`config.mk`:
```
export PLATFORM = sky130hd
export DESIGN_NAME = serial_paralelo_param
export DESIGN_NICKNAME = d
export VERILOG_FILES = /design/src/rtl/serial_paralelo_pkg.sv /design/src/rtl/sp_shift_align.sv /design/src/rtl/serial_paralelo_param.sv
export SDC_FILE = /design/constraint.sdc
export NUM_CORES = 1
export LEC_CHECK = 0
export ABC_AREA = 1
export BUFFER_PORTS_ARGS = -buffer_cell sky130_fd_sc_hd__buf_2
export CAP_MARGIN = 40
export CORE_MARGIN = 4
export CORE_UTILIZATION = 48
export DETAILED_ROUTE_END_ITERATION = 16
export PLACE_DENSITY_LB_ADDON = 0.1
export SYNTH_ARGS = -nofsm -noshare
export SYNTH_HDL_FRONTEND = slang
export SYNTH_SLANG_ARGS = --single-unit
```
`constraint.sdc`:
```
create_clock -name clk_32f -period 1.6 [get_ports clk_32f]
set_clock_uncertainty 0.1 [all_clocks]
set_input_delay 0.24 -clock clk_32f [delete_from_list [all_inputs] [get_ports clk_32f]]
set_output_delay 0.24 -clock clk_32f [all_outputs]
set_load 0.05 [all_outputs]
```
`src/rtl/serial_paralelo_pkg.sv`:
```
// serial_paralelo_pkg
//   Shared definitions for the serial-to-parallel aligner:
//   - sp_state_e     : aligner FSM encoding (hunt / count / active)
//   - DEF_WIDTH      : default symbol width in bits
//   - DEF_COMMA      : default alignment/idle symbol
//   - DEF_LOCK_COUNT : default number of aligned commas needed for lock
//   - comma_cnt_width: width of the comma counter for a given lock count
package serial_paralelo_pkg;

    typedef enum logic [1:0] {
        ST_HUNT   = 2'd0,  // searching every bit position for a comma
        ST_COUNT  = 2'd1,  // boundary known, counting aligned commas
        ST_ACTIVE = 2'd2   // locked, delivering data symbols
    } sp_state_e;

    localparam int          DEF_WIDTH      = 8;
    localparam logic [7:0]  DEF_COMMA      = 8'hBC;
    localparam int          DEF_LOCK_COUNT = 4;

    // Counter must hold values 0..lock_count; never narrower than one bit.
    function automatic int comma_cnt_width(input int lock_count);
        int w;
        w = $clog2(lock_count + 1);
        return (w < 1) ? 1 : w;
    endfunction

endpackage

```
`src/rtl/sp_shift_align.sv`:
```
// sp_shift_align
//   Serial shift register plus symbol-boundary bit counter.
//   Ports:
//     clk_32f  in   serial bit clock
//     reset    in   synchronous, active-high reset
//     data_in  in   serial bit, MSB of each symbol first
//     run      in   high while the symbol boundary is known
//     cand     out  WIDTH-bit candidate symbol ending with this edge's bit
//     sym_done out  high on the edge that completes an aligned symbol
module sp_shift_align
    import serial_paralelo_pkg::*;
#(
    parameter int WIDTH = DEF_WIDTH
) (
    input  logic             clk_32f,
    input  logic             reset,
    input  logic             data_in,
    input  logic             run,
    output logic [WIDTH-1:0] cand,
    output logic             sym_done
);

    localparam int CNT_W = $clog2(WIDTH);

    logic [WIDTH-2:0] sr;
    logic [CNT_W-1:0] bit_cnt;

    assign cand     = {sr, data_in};
    assign sym_done = run && (bit_cnt == CNT_W'(WIDTH - 1));

    // While hunting the counter is held at zero, so the edge that finds a
    // comma leaves it at zero and the next bit is bit 0 of the next symbol.
    always_ff @(posedge clk_32f) begin
        if (reset) begin
            sr      <= '0;
            bit_cnt <= '0;
        end else begin
            sr <= cand[WIDTH-2:0];
            if (!run || sym_done) begin
                bit_cnt <= '0;
            end else begin
                bit_cnt <= bit_cnt + CNT_W'(1);
            end
        end
    end

endmodule

```
`src/rtl/serial_paralelo_param.sv`:
```
// serial_paralelo_param
//   Serial-to-parallel converter with comma-based symbol alignment.
//   Hunts for COMMA at every bit position, confirms the boundary with
//   LOCK_COUNT aligned commas, then delivers each non-comma symbol.
//   Ports:
//     clk_32f   in   sole clock, one serial bit per rising edge
//     reset     in   synchronous, active-high reset
//     data_in   in   serial bit, MSB first
//     resync    in   single-cycle request to drop lock and re-hunt
//     data_out  out  last received non-comma symbol
//     valid_out out  one-cycle pulse when data_out takes a new symbol
//     active    out  high while locked
//     aligned   out  high while the symbol boundary is known
//   Handshake: valid_out is a pure pulse with no back-pressure; data_out
//   is valid in the cycle valid_out is high and holds until the next one.
module serial_paralelo_param
    import serial_paralelo_pkg::*;
#(
    parameter int               WIDTH      = DEF_WIDTH,
    parameter logic [WIDTH-1:0] COMMA      = WIDTH'(DEF_COMMA),
    parameter int               LOCK_COUNT = DEF_LOCK_COUNT
) (
    input  logic             clk_32f,
    input  logic             reset,
    input  logic             data_in,
    input  logic             resync,
    output logic [WIDTH-1:0] data_out,
    output logic             valid_out,
    output logic             active,
    output logic             aligned
);

    localparam int CC_W = comma_cnt_width(LOCK_COUNT);
    localparam logic [CC_W-1:0] LOCK_VAL = CC_W'(LOCK_COUNT);

    sp_state_e        state_q, state_d;
    logic [CC_W-1:0]  comma_cnt_q, comma_cnt_d;
    logic [WIDTH-1:0] data_q, data_d;
    logic             valid_q, valid_d;

    logic [WIDTH-1:0] cand;
    logic             sym_done;
    logic             is_comma;
    logic [CC_W-1:0]  comma_inc;

    sp_shift_align #(
        .WIDTH (WIDTH)
    ) u_shift (
        .clk_32f  (clk_32f),
        .reset    (reset),
        .data_in  (data_in),
        .run      (state_q != ST_HUNT),
        .cand     (cand),
        .sym_done (sym_done)
    );

    assign is_comma  = (cand == COMMA);
    assign comma_inc = comma_cnt_q + CC_W'(1);

    always_ff @(posedge clk_32f) begin
        if (reset) begin
            state_q     <= ST_HUNT;
            comma_cnt_q <= '0;
            data_q      <= '0;
            valid_q     <= 1'b0;
        end else begin
            state_q     <= state_d;
            comma_cnt_q <= comma_cnt_d;
            data_q      <= data_d;
            valid_q     <= valid_d;
        end
    end

    always_comb begin
        state_d     = state_q;
        comma_cnt_d = comma_cnt_q;
        data_d      = data_q;
        valid_d     = 1'b0;

        unique case (state_q)
            ST_HUNT: begin
                // Any bit position may start a symbol here.
                if (is_comma) begin
                    comma_cnt_d = CC_W'(1);
                    state_d     = (LOCK_COUNT == 1) ? ST_ACTIVE : ST_COUNT;
                end
            end
            ST_COUNT: begin
                if (sym_done) begin
                    if (is_comma) begin
                        comma_cnt_d = comma_inc;
                        if (comma_inc == LOCK_VAL) begin
                            state_d = ST_ACTIVE;
                        end
                    end else begin
                        comma_cnt_d = '0;
                        state_d     = ST_HUNT;
                    end
                end
            end
            ST_ACTIVE: begin
                // Commas are idles once locked; they never move the boundary.
                if (sym_done && !is_comma) begin
                    data_d  = cand;
                    valid_d = 1'b1;
                end
            end
            default: begin
                state_d     = ST_HUNT;
                comma_cnt_d = '0;
            end
        endcase

        // resync wins over a symbol completing on the same edge.
        if (resync) begin
            state_d     = ST_HUNT;
            comma_cnt_d = '0;
            valid_d     = 1'b0;
            data_d      = data_q;
        end
    end

    assign data_out  = data_q;
    assign valid_out = valid_q;
    assign active    = (state_q == ST_ACTIVE);
    assign aligned   = (state_q != ST_HUNT);

endmodule

```
==> metrics.txt <==
# TYPE chip_impl_metric gauge
chip_impl_metric{name="pwr_density_cell",unit="nW/um^2"} 764
chip_impl_info{name="holdCritPathClass",value="input pin to flip-flop"} 1
chip_impl_metric{name="buffer_levels_on_the_longest_clock_path",unit=""} 2
chip_impl_metric{name="overflow",unit=""} 0
chip_impl_metric{name="die_height",unit="um"} 53.5
chip_impl_info{name="final_common_cell",value="nand2_1"} 1
chip_impl_metric{name="worstPathBufferInverterCount",unit=""} 2
chip_impl_metric{name="grt_antenna_before_repair",unit=""} 0
chip_impl_metric{name="peakVddDrop",unit="mV"} 0.504
chip_impl_metric{name="routed_wl",unit="um"} 1810
chip_impl_metric{name="synth_cell_types",unit=""} 17
chip_impl_metric{name="share_clk_of_total_power",unit="%"} 28.8
chip_impl_metric{name="post_cts_hold_buffer_count",unit=""} 0
chip_impl_metric{name="clock_tree.htree_level_count",unit=""} 1
chip_impl_metric{name="clock.fmax",unit="MHz"} 649
chip_impl_metric{name="floorplan.die.width",unit="um"} 53.5
chip_impl_metric{name="final-hold-violation-count",unit=""} 0
chip_impl_metric{name="remaining_drc_errors",unit=""} 0
chip_impl_metric{name="first_pass_iters",unit=""} 5
chip_impl_metric{name="place_congestion",unit=""} 0.771
chip_impl_info{name="tritoncts",value="done"} 1
chip_impl_metric{name="wl_per_cell",unit="um"} 10.3
chip_impl_metric{name="clk_pin_slew_worst_setup_hold_paths",unit="ps"} 120
chip_impl_info{name="critical_path.cell_chain",value="nor2_1 > inv_1 > buf_2"} 1
chip_impl_metric{name="cpPeakStageDelay",unit="ps"} 360
chip_impl_metric{name="power.share.switching",unit="%"} 21.0
chip_impl_metric{name="num_rows",unit=""} 16
chip_impl_metric{name="grt_pass1_vias",unit=""} 785
chip_impl_metric{name="portBuffers",unit=""} 14
chip_impl_metric{name="synthesis.nets",unit=""} 139
chip_impl_metric{name="final_core_util",unit="%"} 58.7
chip_impl_metric{name="worst_ep_required_time",unit="ps"} 1260
chip_impl_info{name="critical-path-top-delay-family",value="flip-flops"} 1
chip_impl_metric{name="finish.cell_count_without_fillers",unit=""} 175
chip_impl_metric{name="pin_count_of_the_biggest_net_entering_global_routing",unit=""} 19
chip_impl_metric{name="area_growth_syn_to_layout",unit="%"} 16.0
chip_impl_metric{name="dp.cells",unit=""} 172
chip_impl_metric{name="route.vias.total",unit=""} 828
chip_impl_metric{name="postCtsSetupBuffers",unit=""} 0
chip_impl_metric{name="final_period_minus_worst_setup_slack",unit="ps"} 1540
chip_impl_metric{name="fraction_of_final_layout_cells_with_drive_strength_greater_than_1",unit="%"} 20.9
chip_impl_metric{name="antennaDiodeCount",unit=""} 0
chip_impl_metric{name="total_setup_violations_reported_at_the_end_of_the_flow",unit=""} 0
chip_impl_metric{name="worst_slew_margin",unit="%"} 77.5
chip_impl_metric{name="timing.setup.tns",unit="ps"} 0
chip_impl_metric{name="finalCritPeriodShare",unit="%"} 96.2
chip_impl_metric{name="comb_power_share",unit="%"} 2.5
chip_impl_metric{name="max_cap_viol_count",unit=""} 0
chip_impl_metric{name="tritoncts.num_buffers",unit=""} 3
chip_impl_metric{name="synth_cells",unit=""} 131
chip_impl_metric{name="clock_sinks",unit=""} 24
chip_impl_info{name="outcome",value="finished clean"} 1
chip_impl_metric{name="synth_sequential_area_ratio",unit="%"} 48.4
chip_impl_metric{name="initial_core_util",unit="%"} 50.6
chip_impl_metric{name="timing_worst_slew_pin_value",unit="ps"} 337
chip_impl_metric{name="p_leak",unit="uW"} 0.000517
chip_impl_metric{name="drt_iter0_drc",unit=""} 10
chip_impl_metric{name="maxSlewViolCount",unit=""} 0
chip_impl_info{name="setup.worst_path.class",value="flip-flop to output pin"} 1
chip_impl_metric{name="fill_cells",unit=""} 201
chip_impl_metric{name="fin_nets",unit=""} 158
chip_impl_metric{name="seq_power_share",unit="%"} 68.7
chip_impl_metric{name="post_synth.cell_area_avg",unit="um^2"} 7.57
chip_impl_metric{name="ant_nets",unit=""} 0
chip_impl_info{name="buffer_cell_driving_the_clock_tree_root",value="clkbuf_4"} 1
chip_impl_metric{name="die_area",unit="um^2"} 2860
chip_impl_metric{name="ys_warns",unit=""} 0
chip_impl_metric{name="detailedPlacementHpwl",unit="um"} 1330
chip_impl_metric{name="timing.critical_path.arrival",unit="ps"} 1200
chip_impl_metric{name="track_usage",unit="%"} 14.9
chip_impl_metric{name="power_report.internal_total",unit="uW"} 695
chip_impl_metric{name="crit_path_max_fanout",unit=""} 5
chip_impl_metric{name="net-switching-power",unit="uW"} 185
chip_impl_info{name="slowest_stage",value="dfxtp_1"} 1
chip_impl_metric{name="ios",unit=""} 15
chip_impl_metric{name="synthesis.area",unit="um^2"} 992
chip_impl_metric{name="vias_per_cell",unit=""} 4.73
chip_impl_info{name="startpoint_kind_of_the_worst_setup_timing_path",value="flip-flop"} 1
chip_impl_metric{name="core-area",unit="um^2"} 1960
chip_impl_metric{name="grt_first_pass_wirelength",unit="um"} 3130
chip_impl_info{name="mostFrequentLayoutCells",value="nand2_1 (24), nor2_1 (22), dfxtp_1 (22), inv_1 (18)"} 1
chip_impl_info{name="timing.critical_path.to_type",value="output pin"} 1
chip_impl_metric{name="power.total",unit="uW"} 880
chip_impl_metric{name="clock_latency",unit="ps"} 300
chip_impl_metric{name="ys_ff_latch",unit=""} 24
-- area by class of cell --
type | count | area [um^2] | area share (%)
multi-input cells | 84 | 440 | 38.3
inverters | 20 | 75.1 | 6.52
repair buffers | 17 | 96.3 | 8.37
flip-flops and latches | 24 | 483 | 42.0
clock buffers | 3 | 22.5 | 1.96
well taps | 27 | 33.8 | 2.93
-- per-layer routing --
metal | wire length [um] | track usage (%)
met4 | 12 | 7.66
met2 | 802 | 23.7
met5 | 0 | 0
met1 | 898 | 18.9
met3 | 96 | 2.82
-- kinds of logic (layout without fill, tap and decap cells) --
family          count (synthesis)  after routing  synth area share, %
simple gates                   64             64                 28.2
flops                          24             24                 48.4
buf+inv                        23             40                 9.46
compound gates                 15             15                 7.94
fa+ha+maj                       4              4                 5.04
xor+xnor                        1              1                0.883
-- synthesized netlist by cell type --
cell type  instances  area, um^2
buf_6              1        11.3
nor2_1            22        82.6
nand3_1           14        70.1
nand2_1           25        93.8
nand2_4            1        11.3
o2111ai_1          1        8.76
inv_2              1        3.75
ha_1               4        50.1
nor3_4             1        16.3
dfxtp_1           24         480
inv_1             19        71.3
o21ai_0            3        15.0
buf_1              1        3.75
xor2_1             1        8.76
clkbuf_1           1        3.75
a21oi_1           11        55.1
nor2_2             1        6.26
-- path summary, 6_finish.rpt --
| kind | start | end | slack (ps) | depth (start not counted) |
|---|---|---|---|---|
| hold / removal | data_in | u_shift.sr[0] | 80 | 3 |
| hold reg to reg | u_shift.bit_cnt[0] | u_shift.bit_cnt[0] | 320 | 1 |
| setup reg to reg | u_shift.bit_cnt[0] | data_out[5] | 100 | 7 |
| setup / recovery | state_q[1] | aligned | 60 | 3 |
-- power by group through the flow --
stage | registers [uW] | logic [uW] | clock network (uW)
6_report | 604 | 21.9 | 254
5_1_grt | 605 | 25.6 | 285
4_1_cts | 604 | 21.8 | 262
3_5_place_dp | 618 | 21.6 | 0
3_3_place_gp | 618 | 21.5 | 0
2_1_floorplan | 617 | 13.9 | 0
-- flip-flops by register name, summed over array words and instances, names as in the netlist --
signal,cells
state_q,2
valid_out,1
u_shift.bit_cnt,3
comma_cnt_q,3
u_shift.sr,7
data_out,8
-- metrics by stage --
stage | hold WS (ps) | instance area, um^2 | setup WS [ps]
finish | 78.7 | 1150 | 60.0
global route | 87.6 | 1150 | -9.37
CTS | 73.0 | 1120 | 15.4
detailed placement | 318 | 1100 | 27.5
global placement | 306 | 1100 | 58.8
floorplan | 265 | 992 | 111
-- worst min-delay path: stages --
cell	delay (ps)
buf_2	110
inv_1	60
nor2_1	40
-- what timing repair did --
action | in CTS | in global routing
setup endpoints to repair | 0 | 14
hold endpoints to repair | 0 | 0
gates resized for setup | 0 | 10
(Power assumes the default switching activity.)
